`src/rtl/life_step_pkg.sv`:
```
// -----------------------------------------------------------------------------
// life_step_pkg
// Shared definitions for the Game of Life generation engine and the
// display-side cell memory: grid geometry, cell-index width, the helper that
// turns (x, y) into a linear cell index, and the engine FSM state encoding.
// No ports; imported with "import life_step_pkg::*;".
// -----------------------------------------------------------------------------
package life_step_pkg;

   // Grid geometry in cells.
   localparam int GRID_W = 80;
   localparam int GRID_H = 60;

   // Width of a linear cell index (x + y*GRID_W); 80*60 = 4800 fits in 13 bits.
   localparam int CELL_AW = 13;

   // Coordinate widths wide enough for GRID_W-1 and GRID_H-1.
   localparam int X_W = 7;
   localparam int Y_W = 6;

   localparam logic [X_W-1:0] X_LAST = X_W'(GRID_W - 1);
   localparam logic [Y_W-1:0] Y_LAST = Y_W'(GRID_H - 1);

   // Per-cell read sequencing: phases 0..8 issue the 3x3 neighbourhood,
   // phase 9 only absorbs the data returned for phase 8.
   localparam logic [3:0] PHASE_LAST = 4'd9;
   localparam logic [3:0] PHASE_ADDR_LAST = 4'd8;

   // Data for the centre cell (issued at phase 4) lands one phase later.
   localparam logic [3:0] PHASE_SELF_DATA = 4'd5;

   // Engine FSM states.
   typedef enum logic [1:0] {
      ST_IDLE  = 2'd0,
      ST_READ  = 2'd1,
      ST_WRITE = 2'd2
   } life_state_e;

   // Linear cell index used by both the engine and the display memory.
   function automatic logic [CELL_AW-1:0] cell_index(input logic [X_W-1:0] x,
                                                     input logic [Y_W-1:0] y);
      logic [CELL_AW-1:0] idx;
      idx = CELL_AW'(x) + (CELL_AW'(y) * CELL_AW'(GRID_W));
      return idx;
   endfunction

endpackage

```
`src/rtl/life_step_rule.sv`:
```
// -----------------------------------------------------------------------------
// life_rule
// Combinational Conway rule: a cell is alive in the next generation when it
// has exactly three live neighbours, or when it is alive now and has exactly
// two live neighbours.
// Ports:
//   self_state  in   current state of the cell
//   n_count     in   number of live neighbours (0..8, self excluded)
//   next_state  out  state of the cell in the next generation
// -----------------------------------------------------------------------------
module life_rule (
   input  logic       self_state,
   input  logic [3:0] n_count,
   output logic       next_state
);

   // Birth on three neighbours, survival on two or three.
   assign next_state = (n_count == 4'd3) || (self_state && (n_count == 4'd2));

endmodule

```
`src/rtl/life_step.sv`:
```
// -----------------------------------------------------------------------------
// life_step
// Computes one Game of Life generation over a toroidal GRID_W x GRID_H grid.
// The engine reads the committed bank through a one-cycle-latency read port,
// walks every cell in raster order (10 read cycles + 1 write cycle per cell)
// and writes the next generation into the other bank. When the last cell is
// written the engine commits by toggling 'bank' and pulsing 'done'.
// Ports:
//   aclk       in   clock, all state updates on the rising edge
//   aresetn    in   asynchronous active-low reset
//   start      in   request one generation (only looked at while idle)
//   rd_addr    out  cell index read from the committed bank
//   rd_data    in   cell state, valid the cycle after rd_addr
//   wr_en      out  write strobe into the non-committed bank
//   wr_addr    out  cell index being written
//   wr_data    out  next-generation state of that cell
//   bank       out  bank holding the committed generation
//   busy       out  high while a generation is in progress
//   done       out  one-cycle pulse when a generation is committed
//   gen_count  out  number of committed generations (wraps)
// -----------------------------------------------------------------------------
module life_step
   import life_step_pkg::*;
(
   input  logic               aclk,
   input  logic               aresetn,
   input  logic               start,
   output logic [CELL_AW-1:0] rd_addr,
   input  logic               rd_data,
   output logic               wr_en,
   output logic [CELL_AW-1:0] wr_addr,
   output logic               wr_data,
   output logic               bank,
   output logic               busy,
   output logic               done,
   output logic [15:0]        gen_count
);

   life_state_e state_q, state_d;

   logic [X_W-1:0] x_q, x_d;
   logic [Y_W-1:0] y_q, y_d;
   logic [3:0]     phase_q, phase_d;
   logic [3:0]     count_q, count_d;
   logic           self_q, self_d;
   logic           bank_q, bank_d;
   logic [15:0]    gen_count_q, gen_count_d;
   logic           done_q, done_d;

   logic [X_W-1:0] x_minus, x_plus, nb_x;
   logic [Y_W-1:0] y_minus, y_plus, nb_y;
   logic           last_cell;
   logic           rule_next;

   life_rule u_rule (
      .self_state (self_q),
      .n_count    (count_q),
      .next_state (rule_next)
   );

   assign last_cell = (x_q == X_LAST) && (y_q == Y_LAST);

   // FSM state register; reset drops any generation in flight back to idle.
   always_ff @(posedge aclk or negedge aresetn) begin
      if (!aresetn) begin
         state_q <= ST_IDLE;
      end else begin
         state_q <= state_d;
      end
   end

   // Next-state logic: start is only honoured from idle, each cell spends
   // phases 0..9 reading and one cycle writing, and the write of the last
   // cell returns the engine to idle.
   always_comb begin
      state_d = state_q;
      case (state_q)
         ST_IDLE: begin
            if (start) begin
               state_d = ST_READ;
            end
         end
         ST_READ: begin
            if (phase_q == PHASE_LAST) begin
               state_d = ST_WRITE;
            end
         end
         ST_WRITE: begin
            if (last_cell) begin
               state_d = ST_IDLE;
            end else begin
               state_d = ST_READ;
            end
         end
         default: state_d = ST_IDLE;
      endcase
   end

   // Toroidal neighbour coordinates, then selection of the neighbour for the
   // current read phase in row-major order (phase 4 is the cell itself).
   always_comb begin
      x_minus = (x_q == '0) ? X_LAST : x_q - 1'b1;
      x_plus  = (x_q == X_LAST) ? '0 : x_q + 1'b1;
      y_minus = (y_q == '0) ? Y_LAST : y_q - 1'b1;
      y_plus  = (y_q == Y_LAST) ? '0 : y_q + 1'b1;
      nb_x = x_q;
      nb_y = y_q;
      case (phase_q)
         4'd0: begin nb_x = x_minus; nb_y = y_minus; end
         4'd1: begin nb_x = x_q;     nb_y = y_minus; end
         4'd2: begin nb_x = x_plus;  nb_y = y_minus; end
         4'd3: begin nb_x = x_minus; nb_y = y_q;     end
         4'd4: begin nb_x = x_q;     nb_y = y_q;     end
         4'd5: begin nb_x = x_plus;  nb_y = y_q;     end
         4'd6: begin nb_x = x_minus; nb_y = y_plus;  end
         4'd7: begin nb_x = x_q;     nb_y = y_plus;  end
         4'd8: begin nb_x = x_plus;  nb_y = y_plus;  end
         default: begin nb_x = x_q;  nb_y = y_q;     end
      endcase
   end

   // Datapath next values. Read data arrives one phase after its address, so
   // phase p absorbs the cell issued at phase p-1: phase 5 captures the cell
   // itself and every other phase from 1 to 9 adds to the neighbour count.
   // The write of the final cell commits the generation.
   always_comb begin
      x_d         = x_q;
      y_d         = y_q;
      phase_d     = phase_q;
      count_d     = count_q;
      self_d      = self_q;
      bank_d      = bank_q;
      gen_count_d = gen_count_q;
      done_d      = 1'b0;
      case (state_q)
         ST_IDLE: begin
            if (start) begin
               x_d     = '0;
               y_d     = '0;
               phase_d = '0;
               count_d = '0;
               self_d  = 1'b0;
            end
         end
         ST_READ: begin
            if (phase_q == 4'd0) begin
               count_d = '0;
               self_d  = 1'b0;
            end else if (phase_q == PHASE_SELF_DATA) begin
               self_d = rd_data;
            end else begin
               count_d = count_q + {3'b000, rd_data};
            end
            if (phase_q == PHASE_LAST) begin
               phase_d = '0;
            end else begin
               phase_d = phase_q + 4'd1;
            end
         end
         ST_WRITE: begin
            phase_d = '0;
            if (x_q == X_LAST) begin
               x_d = '0;
               if (y_q == Y_LAST) begin
                  y_d         = '0;
                  done_d      = 1'b1;
                  bank_d      = ~bank_q;
                  gen_count_d = gen_count_q + 16'd1;
               end else begin
                  y_d = y_q + 1'b1;
               end
            end else begin
               x_d = x_q + 1'b1;
            end
         end
         default: begin
            phase_d = '0;
         end
      endcase
   end

   // Datapath registers; bank and gen_count only move on a full commit, so a
   // reset mid-generation leaves the half-written bank uncommitted.
   always_ff @(posedge aclk or negedge aresetn) begin
      if (!aresetn) begin
         x_q         <= '0;
         y_q         <= '0;
         phase_q     <= '0;
         count_q     <= '0;
         self_q      <= 1'b0;
         bank_q      <= 1'b0;
         gen_count_q <= '0;
         done_q      <= 1'b0;
      end else begin
         x_q         <= x_d;
         y_q         <= y_d;
         phase_q     <= phase_d;
         count_q     <= count_d;
         self_q      <= self_d;
         bank_q      <= bank_d;
         gen_count_q <= gen_count_d;
         done_q      <= done_d;
      end
   end

   // Outputs decoded from the current state; addresses and write data are
   // held at zero whenever they are not meaningful.
   always_comb begin
      busy    = (state_q != ST_IDLE);
      wr_en   = 1'b0;
      wr_addr = '0;
      wr_data = 1'b0;
      rd_addr = '0;
      case (state_q)
         ST_READ: begin
            if (phase_q <= PHASE_ADDR_LAST) begin
               rd_addr = cell_index(nb_x, nb_y);
            end
         end
         ST_WRITE: begin
            wr_en   = 1'b1;
            wr_addr = cell_index(x_q, y_q);
            wr_data = rule_next;
         end
         default: begin
            wr_en = 1'b0;
         end
      endcase
   end

   assign bank      = bank_q;
   assign done      = done_q;
   assign gen_count = gen_count_q;

endmodule

```
`config.mk`:
```
export PLATFORM = sky130hd
export DESIGN_NAME = life_step
export DESIGN_NICKNAME = d
export VERILOG_FILES = /design/src/rtl/life_step_pkg.sv /design/src/rtl/life_step_rule.sv /design/src/rtl/life_step.sv
export SDC_FILE = /design/constraint.sdc
export NUM_CORES = 1
export LEC_CHECK = 0
export BUFFER_PORTS_ARGS = -buffer_cell sky130_fd_sc_hd__buf_2
export CAP_MARGIN = 5
export CORE_MARGIN = 2
export CORE_UTILIZATION = 50
export CTS_BUF_LIST = sky130_fd_sc_hd__clkbuf_4 sky130_fd_sc_hd__clkbuf_8 sky130_fd_sc_hd__clkbuf_16
export DETAILED_ROUTE_END_ITERATION = 7
export PLACE_DENSITY = 0.74
export SLEW_MARGIN = 20
export SYNTH_ARGS = -nofsm -noshare
export SYNTH_HDL_FRONTEND = slang
export SYNTH_SLANG_ARGS = --single-unit
```
`constraint.sdc`:
```
create_clock -name aclk -period 4.8 [get_ports aclk]
set_input_delay 0.48 -clock aclk [delete_from_list [all_inputs] [get_ports aclk]]
set_output_delay 0.48 -clock aclk [all_outputs]
set_load 0.005 [all_outputs]
```
==> results_dict.tcl, run 1 <==
set metrics [dict create \
    cts_made_buffers 5 \
    final_core_util_pct 57.54 \
    cts_hold_repair.buffers 0 \
    cts_tree "built" \
    finalCriticalPeriod_ns 4.608 \
    die_y_um 89.80 \
    core_area_sq_um 7176 \
    total_power_w 0.0009459 \
    power.switching_w 0.0003256 \
    synthTopCellsByCount "nor2_1, dfrtp_1, o21ai_0" \
    clockPowerShare_pct 25.2 \
    fin_worst_skew_ns 0.006095 \
    routedWlPerCell_um 15.60 \
    place_ws_ns 0.4989 \
    synth_edf_count 0 \
    fin_crit_sh_pct 95.99 \
    syn_to_final_growth_pct 12.17 \
    place_hpwl_um 6704 \
    hp-class "in -> async" \
    firstDrtPassIters 5 \
    ys.flop_type "dfrtp_1" \
    synth_area_leaders "dfrtp_1, ha_1, o21ai_0" \
    clock_latency_ns 0.30 \
    first_global_vias 3391 \
    viasPerCell 5.978 \
    p_seq_share_pct 44.3 \
    final_hold_viol_count 0 \
    antenna_found_initial 0 \
    place_congestion 0.9369 \
    p_int_w 0.0006203 \
    yosysMostFrequentCell "nor2_1" \
    fin_tns_setup_ns 0 \
    setup_viol 0 \
    ys_types 64 \
    wl_um 9092 \
    overflow 0 \
    portBuffers 50 \
    cp-end-kind "primary output" \
    drt_iter0_markers 258 \
    crit_required_ns 4.32 \
    synthesis.nets 477 \
    relSlewSlack_pct 36.98 \
    clock.fmax_mhz 217.0 \
    async_reset_ff_share_pct 100.0 \
    synth-seq-cells 42 \
    ant_nets 0 \
    drive_gt1_share_pct 17.15 \
    cts_setup_buffers 0 \
    yosys.area.top_type "dfrtp_1" \
    syn_avg_cell_area_sq_um 8.385 \
    syn_area_sq_um 3681 \
    synth_top_area_share_pct 28.55 \
    yosys_warnings 0 \
    swShare_pct 34.42 \
    antennaDiodeCount 0 \
    grt_usage_pct 23.05 \
    die_area_sq_um 8064 \
    cts_resized 0 \
    initial_core_util_pct 51.30 \
    clk_path_buf_depth 2 \
    worst_slack_ns 0.1925 \
    cp-start-kind "flop" \
    fp-row-count 31 \
    vias 3485 \
    grt_pass1_wl_um 15660 \
    cts_root_buf "clkbuf_8" \
    finalMaxSlewViolations 0 \
    crit_fanout 15 \
    drc 0 \
    power.density_nw_per_um2 229.1 \
    grt_max_degree 43 \
    syn_inst 439 \
    h-tree-depth 2 \
    arrival_ns 4.13 \
    power_frac_comb_pct 30.5 \
    clock_sink_count 42 \
    worstMarginPinSlew_ns 0.9453 \
    maxCapViolations 0 \
    whs_ns 0.07992 \
    layout.nets 521 \
    leakagePower_nw 2.047 \
    status "completed" \
    timing_worst_setup_path_type "reg -> out" \
    cts.reportedPaths.clkPinSlew_ns 0.09 \
    yosysSeqAreaShare_pct 28.55 \
    die_w_um 89.80 \
    ios 51 \
    peakVddDrop_mv 0.1570 \
]
==> placed cells by master (no fill, tap or decap), types with 6 or more instances in the layout <==
cell type	n
a21oi_1	23
nor3_1	10
o21ai_0	36
nor2_1	44
a31oi_1	7
and2_1	6
and3_1	12
xor2_1	18
buf_2	50
nand4_1	6
nand2_1	31
a21o_1	8
dfrtp_1	37
nand3_1	23
or3_1	6
nand2b_1	6
ha_1	30
xnor2_1	15
inv_1	21
==> metrics by stage <==
| step | std cells | area (sq um) |
|---|---|---|
| 3_3_place_gp | 574 | 3998 |
| 6_report | 583 | 4129 |
| 4_1_cts | 582 | 4088 |
| 5_1_grt | 583 | 4129 |
| 2_1_floorplan | 439 | 3681 |
| 3_5_place_dp | 574 | 3998 |
==> state kept, by name (all words and copies together), names as in the netlist <==
register,cells
phase_q,4
gen_count,16
count_q,4
state_q,2
self_q,1
done,1
y_q,6
x_q,7
bank,1
==> cell families after synthesis <==
logic type	count (synthesis)	synth area share, %
XOR/XNOR	34	8.090
adder cells (fa/ha/maj)	34	12.37
AO/OA/AOI/OAI	113	20.22
buffers and inverters	39	4.521
AND/OR/NAND/NOR	171	24.54
multiplexers	6	1.700
flip-flops	42	28.55
==> final cells by class <==
class | count | area [sq um]
sequential | 42 | 1057
fill | 677 | 3047
timing repair buffer | 55 | 300.3
multi-input combinational | 358 | 2479
tap | 99 | 123.9
clock inverter | 2 | 13.76
inverter | 21 | 78.83
clock buffer | 6 | 76.32
==> power by group through the flow <==
stage          clock network, W  registers [W]  logic (W)
2_1_floorplan                 0       0.000405   0.000212
4_1_cts                0.000244       0.000418   0.000285
6_report               0.000238       0.000419   0.000289
5_1_grt                0.000262       0.000424   0.000330
3_3_place_gp                  0       0.000422   0.000276
3_5_place_dp                  0       0.000424   0.000284
==> worst max-delay path, stage by stage (launching register included) <==
cell and delay (ns):
dfrtp_2 0.50, or4b_4 0.58, and2_4 0.19, a211oi_1 0.24
a31oi_1 0.12, ha_1 0.31, ha_1 0.21, fa_1 0.49
xor2_2 0.20, o2111ai_1 0.24, nor4_1 0.26, nor3_1 0.09
a311oi_2 0.24, buf_2 0.15
==> worst paths after layout <==
check	slack (ns)	cells after the start	from	end
min in group aclk	0.45	3	rd_data	self_q
worst max-delay path	0.19	13	phase_q[0]	rd_addr[12]
worst min register to register	0.47	1	bank	bank
max in group asynchronous	4.23	2	aresetn	phase_q[0]
worst max register to register	1.91	6	state_q[0]	gen_count[10]
worst min-delay path	0.08	1	aresetn	y_q[5]
==> metal layers <==
layer | part of all wire [%] | GRT usage (%) | wire [um]
met3 | 5.9 | 4.107 | 537
met1 | 47 | 31.60 | 4262
met2 | 45 | 37.31 | 4125
met4 | 1.8 | 7.308 | 167
met5 | 0 | 0 | 0
(Power assumes the default switching activity.)
==> run 2: changes to the inputs <==
Settings changed: CAP_MARGIN 5 to 20, SETUP_SLACK_MARGIN from default to 0.5.
==> run 2 against run 1 <==
  * Hold slack improved by 0.0014 ns
  * Register-to-register slack is essentially flat
  * Utilization rose by 4.4 points
  * Global-route usage grew 1.5 points
  * Final cell count grew 3.1%
  * Routed wire length increased by 9.8%
  * Die area unchanged
  * Largest cell class unchanged
  * First-iteration DRC count is 9.7% lower
  * Via count is 3.7% higher
  * Sequential share of layout area fell by 1.8 points
  * Clock power hardly changed
==> results_dict.tcl, run 2 (same netlist as run 1, synthesis figures left out) <==
set metrics [dict create \
    vias 3613 \
    fin_crit_sh_pct 87.27 \
    cts_hold_repair.buffers 0 \
    cp-start-kind "flop" \
    place_congestion 0.9369 \
    hp-class "in -> async" \
    arrival_ns 3.71 \
    fin_tns_setup_ns 0 \
    h-tree-depth 2 \
    drive_gt1_share_pct 25.30 \
    die_y_um 89.80 \
    peakVddDrop_mv 0.1697 \
    antennaDiodeCount 0 \
    drt_iter0_markers 233 \
    final_hold_viol_count 0 \
    cts_tree "built" \
    stdcell_count 601 \
    grt_pass1_wl_um 16600 \
    cp-startpoint "phase_q[0]" \
    syn_to_final_growth_pct 20.84 \
    initial_core_util_pct 51.30 \
    rsz0062_at_grt "yes" \
    overflow 0 \
    clock_latency_ns 0.30 \
    grt_max_degree 43 \
    final_core_util_pct 61.99 \
    first_global_vias 3561 \
    cts.reportedPaths.clkPinSlew_ns 0.09 \
    finalCriticalPeriod_ns 4.189 \
    portBuffers 50 \
    clock_sink_count 42 \
    routedWlPerCell_um 16.61 \
    place_hpwl_um 6704 \
    cp-end-kind "primary output" \
    rr_endpoint "gen_count[10]" \
    r2r_start "state_q[0]" \
    clk_path_buf_depth 2 \
    ios 51 \
    status "completed" \
    ant_nets 0 \
    final_cell_mix "buf_2, nor2_1, o21ai_0, dfrtp_1, nand2_1" \
    crit_fanout 7 \
    maxCapViolations 0 \
    layout.nets 539 \
    finalMaxSlewViolations 0 \
    relSlewSlack_pct 37.50 \
    viasPerCell 6.012 \
    cts_made_buffers 5 \
    cts_root_buf "clkbuf_8" \
    grt_usage_pct 24.59 \
    leakagePower_nw 2.170 \
    wl_um 9985 \
    fp-row-count 31 \
    core_area_sq_um 7176 \
    fin_worst_skew_ns 0.007359 \
    timing_worst_setup_path_type "reg -> out" \
    antenna_found_initial 0 \
    worstMarginPinSlew_ns 0.9374 \
    regToRegSetupSlack_ns 1.92 \
    drc 0 \
    ff2ff_path_depth 6 \
    die_area_sq_um 8064 \
    die_w_um 89.80 \
    power.density_nw_per_um2 222.4 \
    largest_reg_flops 16 \
    layout_commonest_cell "buf_2" \
    post-place-cells 574 \
    firstDrtPassIters 5 \
    crit_required_ns 4.32 \
    clock.fmax_mhz 238.7 \
    setup_viol 0 \
]
-- run 2: changes by cell type in the layout (fill, tap and decap cells not counted), sizes merged --
cell  previous run  this run
buf             55        73
-- run 2: how the worst max path moves through the flow --
stage | slack [ns] | cells after the start | endpoint
after floorplan | 0.93 | 13 | rd_addr[11]
after global placement | 0.62 | 12 | rd_addr[12]
after detailed placement | 0.50 | 13 | rd_addr[12]
after CTS | 0.50 | 13 | rd_addr[12]
after global routing | 0.45 | 13 | rd_addr[11]
final | 0.61 | 12 | rd_addr[12]
-- run 2: what timing repair did --
item / 4_1_cts / 5_1_grt
pin swaps: 7 / 11
resized for setup: 19 / 29
gates cloned: 0 / 0
setup buffers: 14 / 4
endpoints found under the setup margin: 3 / 4
-- run 2: per-layer routing --
metal / vias to the layer above / GRT usage (%) / part of all wire (%)
met5: - / 0 / 0
met4: 0 / 8.077 / 2.0
met3: 18 / 4.107 / 6.0
met2: 154 / 41.04 / 47
met1: 1735 / 32.71 / 45
li1: 1706 / - / -
-- run 2: area by class of cell --
cell class,instances,area (sq um)
Fill cell,633,2728
Tap cell,99,123.9
Sequential cell,42,1061
Multi-Input combinational cell,358,2659
Clock inverter,2,13.76
Timing Repair Buffer,73,435.4
Clock buffer,6,76.32
Inverter,21,78.83
-- run 2: stage by stage --
| stage | setup WS, ns | hold WS, ns | total power (W) | instance area (sq um) |
|---|---|---|---|---|
| floorplan | 0.9290 | 0.1844 | 0.0006169 | 3681 |
| global placement | 0.6151 | 0.4503 | 0.0006981 | 3998 |
| detailed placement | 0.4989 | 0.4568 | 0.0007080 | 3998 |
| CTS | 0.4996 | 0.3646 | 0.0009623 | 4263 |
| global route | 0.4497 | 0.08717 | 0.001056 | 4448 |
| finish | 0.6112 | 0.08130 | 0.0009890 | 4448 |
-- run 2: power breakdown --
| part | internal (W) | switching (W) | total (W) |
|---|---|---|---|
| combinational | 0.000154 | 0.000178 | 0.000332 |
| sequential | 0.000378 | 0.0000413 | 0.000419 |
| clock | 0.000108 | 0.000129 | 0.000238 |
| total | 0.000640 | 0.000349 | 0.000989 |
-- run 2: critical path: stages, from the launching register on --
cell      delay (ns)
dfrtp_2         0.41
or4b_4          0.56
and2_4          0.21
a211oi_2        0.19
a31oi_1         0.08
ha_1            0.29
ha_2            0.20
fa_2            0.41
a21o_1          0.20
a21oi_1         0.30
nand2_1         0.12
a311oi_2        0.28
buf_2           0.15
==> run 3: changes to the inputs <==
==> constraint.sdc (replaced) <==
create_clock -name aclk -period 4.8 [get_ports aclk]
set_input_delay 0 -clock aclk [delete_from_list [all_inputs] [get_ports aclk]]
set_output_delay 0 -clock aclk [all_outputs]
set_load 0.005 [all_outputs]
==> run 3 against run 2 <==
  * Worst setup slack better by 0.12 ns
  * Sequential power increased by 1%
  * Final cell count down 3.5%
  * Count of clock-buffer cells in the layout is the same
  * Register-to-register slack improved by 0.66 ns
  * Highest routed layer unchanged
  * Largest cell class unchanged
  * Cell area decreased by 8.0%
  * Hold slack gained 0.010 ns
==> results_dict.tcl, run 3 (same netlist as run 1, synthesis figures left out) <==
set metrics [dict create \
    status "completed" \
    die_y_um 89.80 \
    p_seq_share_pct 45.7 \
    initial_core_util_pct 51.30 \
    wl_um 8942 \
    viasPerCell 5.959 \
    fin_worst_skew_ns 0.004031 \
    crit_fanout 15 \
    dpl_cell_area_sq_um 3975 \
    crit_required_ns 4.80 \
    hp-class "in -> reg" \
    maxCapViolations 0 \
    finalCriticalPeriod_ns 4.072 \
    die_area_sq_um 8064 \
    routedWlPerCell_um 15.42 \
    leakagePower_nw 2.023 \
    setup_viol 0 \
    cp-end-kind "primary output" \
    overflow 0 \
    cts_setup_buffers 0 \
    h-tree-depth 2 \
    layout_commonest_cell "buf_2" \
    final_hold_viol_count 0 \
    clk_path_buf_depth 2 \
    cts.reportedPaths.clkPinSlew_ns 0.08 \
    worstMarginPinSlew_ns 0.9733 \
    timing_worst_setup_path_type "reg -> out" \
    place_congestion 0.9538 \
    fin_crit_sh_pct 84.84 \
    finalInstanceArea_sq_um 4093 \
    cts_made_buffers 5 \
    cp-start-kind "flop" \
    nFillCells 663 \
    clockPowerShare_pct 24.5 \
    final_cell_mix "buf_2, nor2_1, dfrtp_1" \
    multi_input_area_sq_um 2471 \
    first_global_vias 3168 \
    syn_to_final_growth_pct 11.18 \
    peakVddDrop_mv 0.1338 \
    portBuffers 50 \
    cts_root_buf "clkbuf_8" \
    clock.fmax_mhz 245.6 \
    relSlewSlack_pct 35.11 \
    arrival_ns 4.07 \
    ant_nets 0 \
    r2r_start "x_q[1]" \
    drc 0 \
    hold_path_startpoint "start" \
    ios 51 \
    drive_gt1_share_pct 16.01 \
    antennaDiodeCount 0 \
    stdcell_count 580 \
    grt_pass1_wl_um 15380 \
    fin_tns_setup_ns 0 \
    clock_sink_count 42 \
    grt_usage_pct 22.91 \
    cp-startpoint "phase_q[0]" \
    grt_max_degree 43 \
    p_int_w 0.0006132 \
    clock_latency_ns 0.29 \
    finalMaxSlewViolations 0 \
    die_w_um 89.80 \
    vias 3456 \
    layout.nets 519 \
    rsz0062_at_grt "yes" \
    largest_reg_flops 16 \
    power.density_nw_per_um2 226.5 \
    total_power_w 0.0009269 \
    power_frac_comb_pct 29.8 \
    drt_iter0_markers 272 \
    firstDrtPassIters 5 \
    fp-row-count 31 \
    power.switching_w 0.0003137 \
    swShare_pct 33.85 \
    cts_tree "built" \
    antenna_found_initial 0 \
    place_hpwl_um 6728 \
    core_area_sq_um 7176 \
    seqCellArea_sq_um 1057 \
    post-place-cells 571 \
]
-- run 3: cell count changes in the layout (fill, tap and decap cells not counted), sizes merged --
| cell | previous run | this run |
|---|---|---|
| clkinv | 2 | 0 |
| buf | 73 | 51 |
| clkinvlp | 0 | 1 |
| dlygate4sd3 | 0 | 2 |
-- run 3: layout make-up --
| cell class | instances | area share, % |
|---|---|---|
| inverter | 21 | 1.926 |
| sequential | 42 | 25.83 |
| tap | 99 | 3.027 |
| clock inverter | 1 | 0.1834 |
| clock buffer | 6 | 1.865 |
| timing repair buffer | 53 | 6.787 |
| multi-input combinational | 358 | 60.38 |
-- run 3: power by group through the flow --
stage | logic [W] | clock network [W] | registers [W]
finish | 0.000276 | 0.000227 | 0.000424
global route | 0.000314 | 0.000252 | 0.000430
CTS | 0.000277 | 0.000235 | 0.000423
detailed placement | 0.000274 | 0 | 0.000430
global placement | 0.000267 | 0 | 0.000428
floorplan | 0.000212 | 0 | 0.000405
-- run 3: critical path: stages (launching register included) --
cell	delay (ns)
dfrtp_2	0.50
or4b_4	0.58
and2_4	0.19
a211oi_1	0.24
a31oi_1	0.12
ha_1	0.31
ha_1	0.21
fa_1	0.46
xor2_1	0.23
o2111ai_1	0.22
nor4_1	0.22
nor3_1	0.09
a311oi_2	0.24
buf_2	0.15
-- run 3: worst paths after layout --
path / to / slack, ns / depth (start not counted)
max: rd_addr[12] / 0.73 / 13
min: phase_q[3] / 0.09 / 4
max reg2reg: gen_count[1] / 2.58 / 5
min reg2reg: bank / 0.47 / 1
max in group asynchronous: phase_q[1] / 3.73 / 2
min in group asynchronous: gen_count[14] / 0.39 / 2
-- run 3: per-layer routing --
layer / global-route usage (%) / share of wire (%) / vias to the layer above
met5: 0 / 0 / -
met4: 7.436 / 2.2 / 0
met3: 3.856 / 5.9 / 15
met2: 35.61 / 45 / 125
met1: 32.72 / 47 / 1648
li1: - / - / 1668
-- run 3: through the flow --
stage	setup slack (ns)	util (%)	hold WS, ns
3_3_place_gp	1.090	55.40	0.1972
5_1_grt	0.4683	57.04	0.1517
4_1_cts	0.6379	56.84	0.07679
6_report	0.7276	57.04	0.09148
2_1_floorplan	1.409	-	-0.2956
3_5_place_dp	0.9899	55.40	0.2177
-- run 3: what timing repair did --
action                                  in CTS  in global routing
endpoints found under the setup margin       0                  2
gates resized for setup                      0                  7
hold endpoints to repair                    43                  0
hold buffers                                 2                  0
